`src/rtl/debounce_pkg.sv`:
```
// debounce_pkg: shared definitions for the key debouncer channels.
// Holds the per-channel FSM state encoding and a counter width helper.
package debounce_pkg;

  typedef enum logic [1:0] {
    ST_IDLE = 2'd0,
    ST_HOLD = 2'd1,
    ST_LONG = 2'd2
  } db_state_e;

  // Bits needed to count 0 .. max_count-1, never less than one bit.
  function automatic int cnt_width(input int max_count);
    return (max_count > 1) ? $clog2(max_count) : 1;
  endfunction

endpackage

```
`src/rtl/debounce_ch.sv`:
```
// debounce_ch: one debounced key channel.
// raw -> optional inversion -> 2-FF sync -> DEPTH-sample window -> stable level,
// plus an IDLE/HOLD/LONG FSM producing press, release, long-press and repeat pulses.
// Macro KEY_DEBOUNCE_AUTOREPEAT_EN: when defined, the LONG state emits repeat pulses;
// when undefined, no repeat counter exists and rep_pulse is tied low.
module debounce_ch
  import debounce_pkg::*;
#(
  parameter int DEPTH      = 3,
  parameter int LONG_CNT   = 100,
  parameter int REP_CNT    = 20,
  parameter bit LEVEL_ONLY = 1'b0,
  parameter bit INV        = 1'b0
) (
  input  logic clk_db,
  input  logic rst,
  input  logic raw,
  output logic level,
  output logic press_pulse,
  output logic rel_pulse,
  output logic long_pulse,
  output logic rep_pulse
);

  localparam int                HOLD_W    = cnt_width(LONG_CNT);
  localparam logic [HOLD_W-1:0] HOLD_LAST = HOLD_W'(LONG_CNT - 1);
  // A switch channel, or one configured with out-of-range counts, behaves as level-only.
  localparam bit FSM_EN = !LEVEL_ONLY && (DEPTH >= 2) && (LONG_CNT >= 2) && (REP_CNT >= 2);

  logic             sync_a;
  logic             sync_b;
  logic [DEPTH-1:0] shift;
  logic             stable;
  logic             all_ones;
  logic             all_zeros;
  logic             rise;
  logic             fall;

  db_state_e         state;
  db_state_e         state_nxt;
  logic [HOLD_W-1:0] hold_cnt;
  logic [HOLD_W-1:0] hold_nxt;
  logic              press_nxt;
  logic              rel_nxt;
  logic              long_nxt;

`ifdef KEY_DEBOUNCE_AUTOREPEAT_EN
  localparam int               REP_W    = cnt_width(REP_CNT);
  localparam logic [REP_W-1:0] REP_LAST = REP_W'(REP_CNT - 1);

  logic [REP_W-1:0] rep_cnt;
  logic [REP_W-1:0] rep_cnt_nxt;
  logic             rep_nxt;
`endif

  // Bring the asynchronous pin into clk_db and keep the last DEPTH synchronised samples.
  always_ff @(posedge clk_db) begin
    if (rst) begin
      sync_a <= 1'b0;
      sync_b <= 1'b0;
      shift  <= '0;
    end else begin
      sync_a <= raw ^ INV;
      sync_b <= sync_a;
      shift  <= {shift[DEPTH-2:0], sync_b};
    end
  end

  assign all_ones  = &shift;
  assign all_zeros = ~|shift;
  assign rise      = all_ones & ~stable;
  assign fall      = all_zeros & stable;

  // The level only moves once the whole window agrees; mixed windows hold the old level.
  always_ff @(posedge clk_db) begin
    if (rst) begin
      stable <= 1'b0;
    end else if (all_ones) begin
      stable <= 1'b1;
    end else if (all_zeros) begin
      stable <= 1'b0;
    end
  end

  assign level = stable;

  // Next-state logic; a release wins over any long or repeat event in the same cycle.
  always_comb begin
    state_nxt = state;
    hold_nxt  = hold_cnt;
    press_nxt = 1'b0;
    rel_nxt   = 1'b0;
    long_nxt  = 1'b0;
`ifdef KEY_DEBOUNCE_AUTOREPEAT_EN
    rep_cnt_nxt = rep_cnt;
    rep_nxt     = 1'b0;
`endif
    if (!FSM_EN) begin
      state_nxt = ST_IDLE;
      hold_nxt  = '0;
`ifdef KEY_DEBOUNCE_AUTOREPEAT_EN
      rep_cnt_nxt = '0;
`endif
    end else if (fall) begin
      state_nxt = ST_IDLE;
      hold_nxt  = '0;
      rel_nxt   = 1'b1;
`ifdef KEY_DEBOUNCE_AUTOREPEAT_EN
      rep_cnt_nxt = '0;
`endif
    end else begin
      case (state)
        ST_IDLE: begin
          if (rise) begin
            state_nxt = ST_HOLD;
            hold_nxt  = '0;
            press_nxt = 1'b1;
          end
        end
        ST_HOLD: begin
          if (hold_cnt == HOLD_LAST) begin
            state_nxt = ST_LONG;
            hold_nxt  = '0;
            long_nxt  = 1'b1;
`ifdef KEY_DEBOUNCE_AUTOREPEAT_EN
            rep_cnt_nxt = '0;
`endif
          end else begin
            hold_nxt = hold_cnt + HOLD_W'(1);
          end
        end
        ST_LONG: begin
          state_nxt = ST_LONG;
`ifdef KEY_DEBOUNCE_AUTOREPEAT_EN
          if (rep_cnt == REP_LAST) begin
            rep_cnt_nxt = '0;
            rep_nxt     = 1'b1;
          end else begin
            rep_cnt_nxt = rep_cnt + REP_W'(1);
          end
`endif
        end
        default: begin
          state_nxt = ST_IDLE;
          hold_nxt  = '0;
        end
      endcase
    end
  end

  // Register state, counters and pulses so pulses line up with the level change.
  always_ff @(posedge clk_db) begin
    if (rst) begin
      state       <= ST_IDLE;
      hold_cnt    <= '0;
      press_pulse <= 1'b0;
      rel_pulse   <= 1'b0;
      long_pulse  <= 1'b0;
    end else begin
      state       <= state_nxt;
      hold_cnt    <= hold_nxt;
      press_pulse <= press_nxt;
      rel_pulse   <= rel_nxt;
      long_pulse  <= long_nxt;
    end
  end

`ifdef KEY_DEBOUNCE_AUTOREPEAT_EN
  // Repeat interval counter and its pulse, only present with auto-repeat enabled.
  always_ff @(posedge clk_db) begin
    if (rst) begin
      rep_cnt   <= '0;
      rep_pulse <= 1'b0;
    end else begin
      rep_cnt   <= rep_cnt_nxt;
      rep_pulse <= rep_nxt;
    end
  end
`else
  assign rep_pulse = 1'b0;
`endif

endmodule

```
`src/rtl/key_debounce_multi.sv`:
```
// key_debounce_multi: N_CH independent key/switch debouncers on the 100 Hz clk_db tick.
// Each bit of LEVEL_MASK turns a channel into a pulse-free switch input; each bit of
// INV_MASK marks an active-low pin. Auto-repeat is enabled by KEY_DEBOUNCE_AUTOREPEAT_EN.
module key_debounce_multi
  import debounce_pkg::*;
#(
  parameter int              N_CH       = 8,
  parameter int              DEPTH      = 3,
  parameter int              LONG_CNT   = 100,
  parameter int              REP_CNT    = 20,
  parameter logic [N_CH-1:0] LEVEL_MASK = {N_CH{1'b0}},
  parameter logic [N_CH-1:0] INV_MASK   = {N_CH{1'b0}}
) (
  input  logic            clk_db,
  input  logic            rst,
  input  logic [N_CH-1:0] raw_i,
  output logic [N_CH-1:0] level_o,
  output logic [N_CH-1:0] press_o,
  output logic [N_CH-1:0] rel_o,
  output logic [N_CH-1:0] long_o,
  output logic [N_CH-1:0] rep_o
);

  for (genvar i = 0; i < N_CH; i++) begin : g_ch
    debounce_ch #(
      .DEPTH      (DEPTH),
      .LONG_CNT   (LONG_CNT),
      .REP_CNT    (REP_CNT),
      .LEVEL_ONLY (LEVEL_MASK[i]),
      .INV        (INV_MASK[i])
    ) u_ch (
      .clk_db      (clk_db),
      .rst         (rst),
      .raw         (raw_i[i]),
      .level       (level_o[i]),
      .press_pulse (press_o[i]),
      .rel_pulse   (rel_o[i]),
      .long_pulse  (long_o[i]),
      .rep_pulse   (rep_o[i])
    );
  end

endmodule

```
`config.mk`:
```
export PLATFORM = sky130hd
export DESIGN_NAME = key_debounce_multi
export DESIGN_NICKNAME = d
export VERILOG_FILES = /design/src/rtl/debounce_pkg.sv /design/src/rtl/debounce_ch.sv /design/src/rtl/key_debounce_multi.sv
export SDC_FILE = /design/constraint.sdc
export NUM_CORES = 1
export LEC_CHECK = 0
export BUFFER_PORTS_ARGS = -buffer_cell sky130_fd_sc_hd__buf_2
export CAP_MARGIN = 20
export CORE_ASPECT_RATIO = 1.4
export CORE_MARGIN = 4
export CORE_UTILIZATION = 51
export DETAILED_ROUTE_END_ITERATION = 8
export PLACE_DENSITY_LB_ADDON = 0.1
export SYNTH_ARGS = -nofsm -noshare
export SYNTH_HDL_FRONTEND = slang
export SYNTH_SLANG_ARGS = --single-unit
```
`constraint.sdc`:
```
create_clock -name clk_db -period 2.8 [get_ports clk_db]
set_clock_uncertainty 0.05 [all_clocks]
set_input_delay 0.7 -clock clk_db [delete_from_list [all_inputs] [get_ports clk_db]]
set_output_delay 0.7 -clock clk_db [all_outputs]
set_load 0.1 [all_outputs]
```
# After elaboration in Yosys (flattened, before gate mapping)
# Index checks and enable logic that the tools add are counted.
totals:
  register_bits: 144
  latchBits: 0
  ram_bits: 0
  romBits: 0
  output_inout_bits: 40
  wordCells: 336
  mem_count: 0
op_classes:
  add_sub_neg: 8
  n_mul: 0
  div: 0
  n_lt_le_gt_ge: 0
  n_eq_ne: 48
  shifts: 0
  mux: 88
  bitwise_logic: 48
  reduce_logical: 72
ops:
  columns: ["op", "n"]
  rows:
  - ["$pmux W7 S3", 8]
  - ["$mux W7", 16]
  - ["$reduce_or A3 Y1", 24]
  - ["$add A7 B1 Y7 const B", 8]
  - ["$eq A7 B7 Y1 const B", 8]
  - ["$ne A2 B1 Y1 const B", 24]
  - ["$pmux W2 S3", 8]
  - ["$mux W1", 40]
  - ["$mux W2", 16]
  - ["$not A1 Y1", 32]
  - ["$reduce_and A2 Y1", 16]
  - ["$reduce_and A3 Y1", 8]
  - ["$and A1 B1 Y1", 16]
  - ["$eq A2 B1 Y1 const B", 8]
  - ["$eq A2 B2 Y1 const B", 8]
  - ["$logic_not A2 Y1", 8]
  - ["$reduce_or A2 Y1", 8]
  - ["$logic_not A1 Y1", 8]

# Logic depth before layout (Yosys ltp)
logic_depth:
  depth_word: 4
  mapped_depth: 6

# Hierarchy
# Synthesis repeated with hierarchy kept, for this count alone.
unflattened:
  cells_unflattened: 692
  area_unflattened_um2: 6515.0
modules_own_cells:
  columns: ["mod", "instances", "cells_each", "area_per_inst_um2", "seq_area_each_um2"]
  rows:
  - ["debounce_ch (g_ch[0].u_ch ...)", 5, 91, 825.8, 360.3]
  - ["debounce_ch (g_ch[5].u_ch ...)", 2, 79, 800.8, 360.3]
  - ["debounce_ch (g_ch[7].u_ch)", 1, 79, 784.5, 360.3]

# Worst setup path after synthesis
# Ideal clock, no wire load.
synth_timing:
  path_type: "in2reg"
  startpoint: "input rst"
  endpoint: "register g_ch[2].u_ch.hold_cnt[0]"
  arrival_time_ps: 1635
  setup_slack_ps: 976
  stages: 5
  path_buffers: 2
  path_cell_list: "clkbuf_1 -> clkbuf_1 -> nor2_1 -> o31ai_1 -> nor2_1"
synth_via:
  elab_chain_len: 1
synth_lines:
  columns: ["item", "line_no", "rtl"]
  rows:
  - ["start: declaration", "key_debounce_multi.sv:15", "input logic rst,"]
  - ["$reduce_or A2 Y1 (no source line)", null, null]
  - ["end signal: assignment", "debounce_ch.sv:161", "hold_cnt <= hold_nxt;"]
  - ["end: declaration", "debounce_ch.sv:41", "logic [HOLD_W-1:0] hold_cnt;"]
# No other way between the ends.
# A chain may end at the register's enable or synchronous reset.

# Worst setup path after layout
layout_timing:
  startpoint: "register g_ch[6].u_ch.stable"
  endpoint: "output level_o[6]"
layout_lines:
  columns: ["item", "line_no", "rtl"]
  rows:
  - ["start: declaration", "debounce_ch.sv:33", "logic stable;"]
  - ["start signal: assignment", "debounce_ch.sv:77", "stable <= 1'b0;"]
  - ["start signal: assignment", "debounce_ch.sv:79", "stable <= 1'b1;"]
  - ["start signal: assignment", "debounce_ch.sv:81", "stable <= 1'b0;"]
  - ["end: declaration", "key_debounce_multi.sv:17", "output logic [N_CH-1:0] level_o,"]
# No word-level cell between the ends.

==> results.md <==
* Status: complete, no violations
* Largest net degree at the start of global routing at 34
* Cell Rows at a little under 50
* Worst hold stages at 1
* P_leak at roughly 0.0028 uW
* First-pass iteration count of the detailed router at 4
* Yosys reg bits at 144
* Worst-path clk slew at about 0.060 ns
* Vias in the first global route at 4550
* Final hold vios at 0
* Critical path fanouts, max at 6
* Top cell type's share of synthesized area at 0.435
* H-Tree Depth at 4
* Final Setup Violations at 0
* Cell Area, Synth at 6630 sq um
* Final TNS setup at 0 ns
* Root buffer cell: clkbuf_16
* Worst Max-Slew Pin Slew at between 0.7 and 0.8 ns
* Largest stage delay on the critical path at about 0.47 ns
* Post-Syn Instances at 702
* Yosys cell types at 46
* Routed wire length at around 12000 um
* Initial Utilization at 0.517
* Critical path startpoint category: flop
* Ports at 50
* Clock Latency Late Sink at ~0.41 ns
* FF-to-FF setup slack at 0.79 ns
* Fraction of layout cells with a size suffix above 1 at 0.119
* CP Cell Sequence: buf_2
* Post-route antenna net violation count at 0
* Post-CTS Setup Inserts at 0
* Stages on the worst setup path at 1
* Max-Cap Viols at 0
* Global Route Usage Sum at 0.164
* DR vias at 4719
* Antenna cells at 0
* CP Data Required Time at about 2.1 ns
* Final slew viol count at 0
* Post-place setup slack at 0.735 ns
* Met3 Usage GRT at 0.0371
* CP bufs+invs at 1
* Post-Synth XOR/XNOR Area at 0.0436
* Syn avg cell area at 9.44 sq um
* Worst reg2reg path depth at 5
* Most congested layer reported by global routing: met2
* CTS tree: yes
* Area grow syn2layout at 10.4%
* Final HPWL DP at between 8000 and 9000 um
* CP endpoint kind: output pin
* PnR worst setup slack at between 0.7 and 0.8 ns
* Worst Setup Path Type: reg2out
* Synth Flop Type: dfxtp_1
* Initial antenna violation count at 0
* Sequential area share after synthesis at 0.435
* Synth top area cells: dfxtp_1, ha_1, buf_4
* CP arrival at approximately 1.3 ns
* Hold_buf cts at 0
* # fillers at about 1.2k
* Max Clock Freq at roughly 0.48 GHz
* Core region area at between 10000 and 15000 sq um
* Post-layout util at 0.571
* Mux share of post-synthesis cell area at 0.0211
* Die Area at roughly 15000 sq um
* Num CTS Buffers at 17
* Final worst-path cycle share at 0.738
* Simple-Gate Fraction of Synth Area at 0.244
* Post_cts resized at 0
* Post-synth top cells: dfxtp_1, nand2_1, nor2_1
* Met1 usage at 0.179
* Initial drt markers at between 100 and 150
* GRT overflow at 0
* GP Congestion at between 0.8 and 0.9
* Warnings from Yosys at 0
* Chip Width at around 100 um
* WL per Instance at approximately 14 um
* Compound-Gate Fraction of Synth Area at 0.116
* Final nets at approximately 770
* Worst hold path class: reg2reg
* Max-slew headroom at the worst pin at 0.485
* Leading area contributor after synthesis: dfxtp_1
* Post-synth EDFFs at 0
* Max VDD drop at 0.000325 V
* Drc violations at 0
* DR vias/cell at 5.34
* Clock Tree Buf Depth at 2
* Final min period at just over 2 ns
* Die height at 143 um
* Sinks on the clock net at ~140
* RSZ-0062 raised after global routing: no
* First-pass GRT wire length at between 20000 and 25000 um
* Async S/R FF share, synth at 0
* Largest family of logic cells by synthesized area: simple AND/OR/NAND/NOR gates
* Most numerous cell in the Yosys netlist: dfxtp_1
* Largest delay contributor family on the critical path: buffers and inverters
* Met2 global-route usage at 0.298
* PwrDens at between 600 and 700 nW/um^2
* Post-synthesis adder-cell area fraction at 0.0755
* Input/output buffers at approximately 40
* CP max-delay cell: buf_2
* Min Hold Slack at 0.387 ns
metrics by stage:
step | cells | area, sq um | power, uW
CTS | 884 | 7320 | 4650
global placement | 852 | 6700 | 2310
floorplan | 709 | 6660 | 2280
global route | 884 | 7320 | 4770
finish | 884 | 7320 | 4590
detailed placement | 852 | 6700 | 2320
path summary, 6_finish.rpt:
| path | start | to |
|---|---|---|
| max | g_ch[6].u_ch.level$_SDFFE_PP0P_ | level_o[6] |
| min | g_ch[0].u_ch.sync_a$_SDFF_PP0_ | g_ch[0].u_ch.sync_b$_SDFF_PP0_ |
| max reg2reg | g_ch[7].u_ch.hold_cnt[0]$_SDFFE_PP0P_ | g_ch[7].u_ch.hold_cnt[0]$_SDFFE_PP0P_ |
| min reg2reg | g_ch[0].u_ch.sync_a$_SDFF_PP0_ | g_ch[0].u_ch.sync_b$_SDFF_PP0_ |
state kept, by name, summed over array words and instances, names as in the netlist:
| register | count |
|---|---|
| g_ch.u_ch.shift | 24 |
| g_ch.u_ch.press_pulse | 8 |
| g_ch.u_ch.state | 16 |
| g_ch.u_ch.hold_cnt | 56 |
| g_ch.u_ch.sync_b | 8 |
| g_ch.u_ch.level | 8 |
| g_ch.u_ch.sync_a | 8 |
| g_ch.u_ch.rel_pulse | 8 |
| g_ch.u_ch.long_pulse | 8 |
layer usage:
metal  up-vias  part of all wire
met4         0             0.019
met5         -                 0
met2        59              0.52
met1      2216              0.43
li1       2428                 -
met3        16             0.028
power by group:
| part | total [uW] | internal [uW] | switching, uW |
|---|---|---|---|
| clock network | 2320 | 1440 | 884 |
| logic | 186 | 48.7 | 137 |
| registers | 2080 | 2070 | 14.4 |
| total | 4590 | 3560 | 1030 |
cell type report:
| cell class | count | area [sq um] | area share |
|---|---|---|---|
| clock buffer | 18 | 439 | 0.0600 |
| multi-input combinational | 495 | 3340 | 0.457 |
| tap | 153 | 191 | 0.0261 |
| clock inverter | 14 | 179 | 0.0244 |
| inverter | 17 | 63.8 | 0.00872 |
| timing repair buffer | 43 | 220 | 0.0301 |
| sequential | 144 | 2880 | 0.394 |
cells in the final DEF, fill, tap and decap left out, drive strengths merged, types with 5 or more instances in the layout:
cell type  count
nor2          49
a21oi         43
conb           8
mux2i         14
nor4           5
a21boi         7
a211oi        15
nand3         23
dfxtp        144
and2          13
inv           21
nor3           6
nand3b         5
xnor2         33
clkbuf        18
and4b          6
nor2b         48
ha            40
o21ai         27
nand2         62
nand4b        18
o31ai         13
nand2b        14
buf           43
or4            8
and3           8
nor4b          8
cells by family after synthesis:
kind of cell	count (synthesis)
simple gates	279
flops	144
compound gates	121
buf+inv	70
fa+ha+maj	40
xor+xnor	33
mux	14
other cells	1
Power figures use the tool's default switching activity.
